**src/rtl/router_pkg.sv**
```systemverilog
// Shared router constants: dual-rail token encoding, route-to-select mapping and FSM states.
package router_pkg;

    localparam logic [1:0] DR_NULL = 2'b00;
    localparam logic [1:0] DR_0    = 2'b01;
    localparam logic [1:0] DR_1    = 2'b10;

    localparam logic [1:0] ST_IDLE = 2'd0;
    localparam logic [1:0] ST_DATA = 2'd1;
    localparam logic [1:0] ST_NULL = 2'd2;

    function automatic logic [1:0] dr_token(input logic b);
        return b ? DR_1 : DR_0;
    endfunction

    // Route 0 selects R0 (rail 0), route 1 selects R1 (rail 1).
    function automatic logic [1:0] route_sel(input logic r);
        return r ? DR_1 : DR_0;
    endfunction

endpackage

```
**src/rtl/ack_sync.sv**
```systemverilog
// Two-flop enable synchronizer, reset to 1; only built when ROUTE_ACK_SYNC_EN is defined.
`ifdef ROUTE_ACK_SYNC_EN
module ack_sync (
    input  logic CLK,
    input  logic RESET,
    input  logic d,
    output logic q
);

    logic meta;

    always_ff @(posedge CLK) begin
        if (!RESET) begin
            meta <= 1'b1;
            q    <= 1'b1;
        end else begin
            meta <= d;
            q    <= meta;
        end
    end

endmodule
`endif

```
**src/rtl/route_token_gen.sv**
```systemverilog
// Clocked flit to dual-rail token bridge feeding the PCHB split stage.
// ROUTE_ACK_SYNC_EN: when defined, Le/sele are observed through 2-flop synchronizers.
module route_token_gen
    import router_pkg::*;
#(
    parameter int WIDTH   = 4,
    parameter int DST_BIT = WIDTH - 1
) (
    input  logic             CLK,
    input  logic             RESET,
    input  logic             in_valid,
    output logic             in_ready,
    input  logic [WIDTH-1:0] in_data,
    input  logic             in_head,
    input  logic             in_tail,
    output logic [1:0]       L,
    input  logic             Le,
    output logic [1:0]       sel,
    input  logic             sele,
    output logic             err
);

    localparam int IW = (WIDTH > 2) ? $clog2(WIDTH) : 1;

    logic             le_obs;
    logic             sele_obs;
    logic [1:0]       state_q;
    logic [IW-1:0]    idx_q;
    logic [IW-1:0]    idx_nxt;
    logic             last_bit;
    logic [WIDTH-1:0] data_q;
    logic             route_q;
    logic             route_new;
    logic             open_q;
    logic             tail_q;
    logic             err_q;
    logic [1:0]       l_q;
    logic [1:0]       sel_q;
    logic             accept;

`ifdef ROUTE_ACK_SYNC_EN
    ack_sync u_le_sync (
        .CLK   (CLK),
        .RESET (RESET),
        .d     (Le),
        .q     (le_obs)
    );

    ack_sync u_sele_sync (
        .CLK   (CLK),
        .RESET (RESET),
        .d     (sele),
        .q     (sele_obs)
    );
`else
    assign le_obs   = Le;
    assign sele_obs = sele;
`endif

    // Gated by RESET so the block never advertises readiness while held in reset.
    assign in_ready  = RESET && (state_q == ST_IDLE) && le_obs && sele_obs;
    assign accept    = in_valid && in_ready;
    assign idx_nxt   = idx_q + IW'(1);
    assign last_bit  = (idx_q == IW'(WIDTH - 1));
    assign route_new = in_head ? in_data[DST_BIT] : route_q;

    always_ff @(posedge CLK) begin
        if (!RESET) begin
            state_q <= ST_IDLE;
            idx_q   <= '0;
            data_q  <= '0;
            route_q <= 1'b0;
            open_q  <= 1'b0;
            tail_q  <= 1'b0;
            err_q   <= 1'b0;
            l_q     <= DR_NULL;
            sel_q   <= DR_NULL;
        end else begin
            case (state_q)
                ST_IDLE: begin
                    if (accept) begin
                        if (in_head || open_q) begin
                            data_q  <= in_data;
                            tail_q  <= in_tail;
                            route_q <= route_new;
                            open_q  <= 1'b1;
                            idx_q   <= '0;
                            l_q     <= dr_token(in_data[0]);
                            sel_q   <= route_sel(route_new);
                            state_q <= ST_DATA;
                        end else begin
                            err_q <= 1'b1;
                        end
                    end
                end
                ST_DATA: begin
                    // Both enables must fall; a single fallen enable just holds the token.
                    if (!le_obs && !sele_obs) begin
                        l_q     <= DR_NULL;
                        sel_q   <= DR_NULL;
                        state_q <= ST_NULL;
                    end
                end
                ST_NULL: begin
                    if (le_obs && sele_obs) begin
                        if (!last_bit) begin
                            idx_q   <= idx_nxt;
                            l_q     <= dr_token(data_q[idx_nxt]);
                            sel_q   <= route_sel(route_q);
                            state_q <= ST_DATA;
                        end else begin
                            if (tail_q) begin
                                open_q <= 1'b0;
                            end
                            state_q <= ST_IDLE;
                        end
                    end
                end
                default: begin
                    l_q     <= DR_NULL;
                    sel_q   <= DR_NULL;
                    state_q <= ST_IDLE;
                end
            endcase
        end
    end

    assign L   = l_q;
    assign sel = sel_q;
    assign err = err_q;

endmodule

```
**config.mk**
```make
export PLATFORM = sky130hd
export DESIGN_NAME = route_token_gen
export DESIGN_NICKNAME = d
export VERILOG_FILES = /design/src/rtl/router_pkg.sv /design/src/rtl/ack_sync.sv /design/src/rtl/route_token_gen.sv
export SDC_FILE = /design/constraint.sdc
export NUM_CORES = 1
export LEC_CHECK = 0
export CAP_MARGIN = 20
export CORE_UTILIZATION = 52
export CTS_CLUSTER_DIAMETER = 80
export DETAILED_ROUTE_END_ITERATION = 8
export PLACE_DENSITY = 0.81
export SLEW_MARGIN = 5
export SYNTH_ARGS = -nofsm -noshare
export SYNTH_HDL_FRONTEND = slang
export SYNTH_HIERARCHICAL = 1
export SYNTH_SLANG_ARGS = --single-unit
```
**constraint.sdc**
```tcl
create_clock -name CLK -period 2.23 [get_ports CLK]
set_input_delay 0.446 -clock CLK [delete_from_list [all_inputs] [get_ports CLK]]
set_output_delay 0.446 -clock CLK [all_outputs]
set_load 0.1 [all_outputs]
```
==> summary.md <==
| Metric | Value |
|---|---|
| Cts repair resizes | `0` |
| Final Util | `0.7529` |
| Met2 Wirelength | `694 um` |
| Die height | `41.67 um` |
| Area contributors post-synth | `dfxtp_1 39%, mux2i_1 13%, nor2b_1 9.2%` |
| Max Root-Sink Buffers | `2` |
| I/O Buffers | `16` |
| Die width | `41.67 um` |
| TNS Setup | `0 ns` |
| GRT Resource Usage Total | `0.1984` |
| Clock Latency Late Sink | `0.28 ns` |
| Hold WC Path Type | `flop to flop` |
| CP Max Fanout | `3` |
| M1 WL | `754 um` |
| Final min period | `2.027 ns` |
| Most numerous cell in the Yosys netlist | `dfxtp_1` |
| Routed Antenna Nets | `0` |
| Final WL | `1523 um` |
| First-pass GRT wire length | `2642 um` |
| WHS | `0.4639 ns` |
| Clock skew | `0.002184 ns` |
| Pre-antenna DRT Iters | `2` |
| Syn-to-layout area delta | `27.22%` |
| ANT cells | `0` |
| Post-DR wirelength/cell | `12.69 um` |
| Layout cells sized above 1 | `0.1714` |
| Vias per Instance | `5.425` |
| CTS clock-pin slew for the worst setup and hold paths | `0.09 ns` |
| Vias in the first global route | `615` |
| Final setup fails | `0` |
| Top cells by count, synth | `16 x dfxtp_1, 12 x nor2b_1, 11 x mux2i_1` |
| # rows | `13` |
| Static Leakage | `0.3580 nW` |
| Rel. slew slack | `0.6802` |
| WL met3 | `58 um` |
| Largest net degree at the start of global routing | `20` |
| Clk sinks | `16` |
| Syn_area_per_cell | `9.627 um2` |
| WS Path Type | `input pin to output port` |
| TritonCTS clock tree | `yes` |
| Worst EP required | `1.78 ns` |
| FF+latch count, synth | `16` |
| Layout Nets | `118` |
| Die area | `1736 um2` |
| Synth Cell Area | `818.3 um2` |
| Number of synthesized flops with an enable pin | `0` |
| Startpoint Class | `input pin` |
| CTS root buffer | `clkbuf_4` |
| Core Area | `1383 um2` |
| GP Congestion | `0.7229` |
| Critical Path End Type | `output port` |
| FMAX | `493.3 MHz` |
| CTS Buf Count | `3` |
| DR vias | `651` |
| Hold buffers post-CTS | `0` |
| Post-CTS Setup Inserts | `0` |
| Post-DP HPWL | `1127 um` |
| CP arrival | `1.58 ns` |
| Syn nets | `97` |
| H-tree depth | `1` |
| Slew Viols, Final | `0` |
| Yosys cell types | `27` |
| Synth async-reset ratio | `0` |
| Initial Util | `0.5919` |
| Initial antenna violation count | `0` |
| Least-Margin Pin Slew | `0.4798 ns` |
| MaxCap Viol Count | `0` |
| Initial DRC count | `8` |
| Synth top area share | `0.3914` |
| Cell taking the most area after synthesis | `dfxtp_1` |
| Status | `finished, final reports clean` |
| Sequential area share after synthesis | `0.3914` |
| Final worst path period share | `0.9090` |
| Hold Fails Final Rpt | `0` |
| RSZ-0062 raised after global routing | `no` |
| Primary FF master, synth | `dfxtp_1` |
| Ys Warns | `6` |
| Worst VDD drop | `389.2 uV` |
| Grt total ovfl | `0` |
| Total I/O pin count | `17` |
| Pwr dens | `546.4 nW/um2` |
| # DRC | `0` |
| Top sig layer | `met4` |
| Post-synthesis cell count | `85` |
-- critical path, cell delays in order --
cell	delay, ns
clkdlybuf4s50_1	0.48
nand2_1	0.09
nor3_1	0.18
and2_1	0.20
buf_12	0.18
-- power by group --
group	internal (mW)	switching (mW)	total [mW]
logic	0.0404	0.0453	0.0858
clock network	0.0993	0.0911	0.190
registers	0.290	0.00306	0.293
total	0.429	0.139	0.569
-- cell usage in the layout (no fill, tap or decap), types with 2 or more instances in the layout --
cell type,instances
clkbuf_4,3
inv_1,2
o21ai_0,2
nand2_1,8
nor2_1,3
dfxtp_1,16
buf_4,8
o22ai_1,3
nor2b_1,12
mux2i_1,11
nor3b_1,3
clkdlybuf4s50_1,10
nor3_1,4
o21a_1,3
a31oi_1,2
-- final cells by class --
class	instances	area (um2)
clock buffers	4	36.28
fillers	116	341.6
inverters	2	7.507
multi-input cells	64	478.0
flip-flops and latches	16	320.3
well taps	15	18.77
repair buffers	19	180.2
-- worst paths after layout --
check	startpoint	cells after the start	slack [ns]	to
worst max-delay path	Le	5	0.20	in_ready
worst min-delay path	sel[0]$_SDFFE_PN0P_	2	0.46	sel[0]$_SDFFE_PN0P_
worst max register to register	state_q[1]$_SDFFE_PN0P_	4	0.59	sel[1]$_SDFFE_PN0P_
worst min register to register	sel[0]$_SDFFE_PN0P_	2	0.46	sel[0]$_SDFFE_PN0P_
-- flip-flops by register name, indices dropped and copies added (netlist names) --
register / count
open_q: 1
tail_q: 1
idx_q: 2
state_q: 2
sel: 2
L: 2
err: 1
data_q: 4
route_q: 1
-- routing by layer --
| metal | vias up | GRT usage |
|---|---|---|
| met2 | 11 | 0.3250 |
| li1 | 342 | - |
| met5 | - | 0 |
| met4 | 0 | 0.09677 |
| met3 | 2 | 0.02609 |
| met1 | 296 | 0.2555 |
-- per-stage QoR --
stage	power, mW	cell area, um2	cells	setup slack [ns]
2_1_floorplan	0.3471	818.3	85	0.3376
3_3_place_gp	0.3842	1005	116	0.1945
3_5_place_dp	0.3853	1005	116	0.1660
4_1_cts	0.5767	1041	120	0.2036
5_1_grt	0.5921	1041	120	0.1404
6_report	0.5688	1041	120	0.2030
-- cell families (layout without fill, tap and decap cells) --
kind of cell	Yosys count	count (layout)	synth area share
and+or+nand+nor	39	39	0.3058
DFF	16	16	0.3914
AOI/OAI and AO/OA	12	12	0.1147
muxes	12	12	0.1483
buffers and inverters	5	25	0.02447
adders and majority gates	1	1	0.01529
Note: power is estimated with default switching activity, not from simulation.
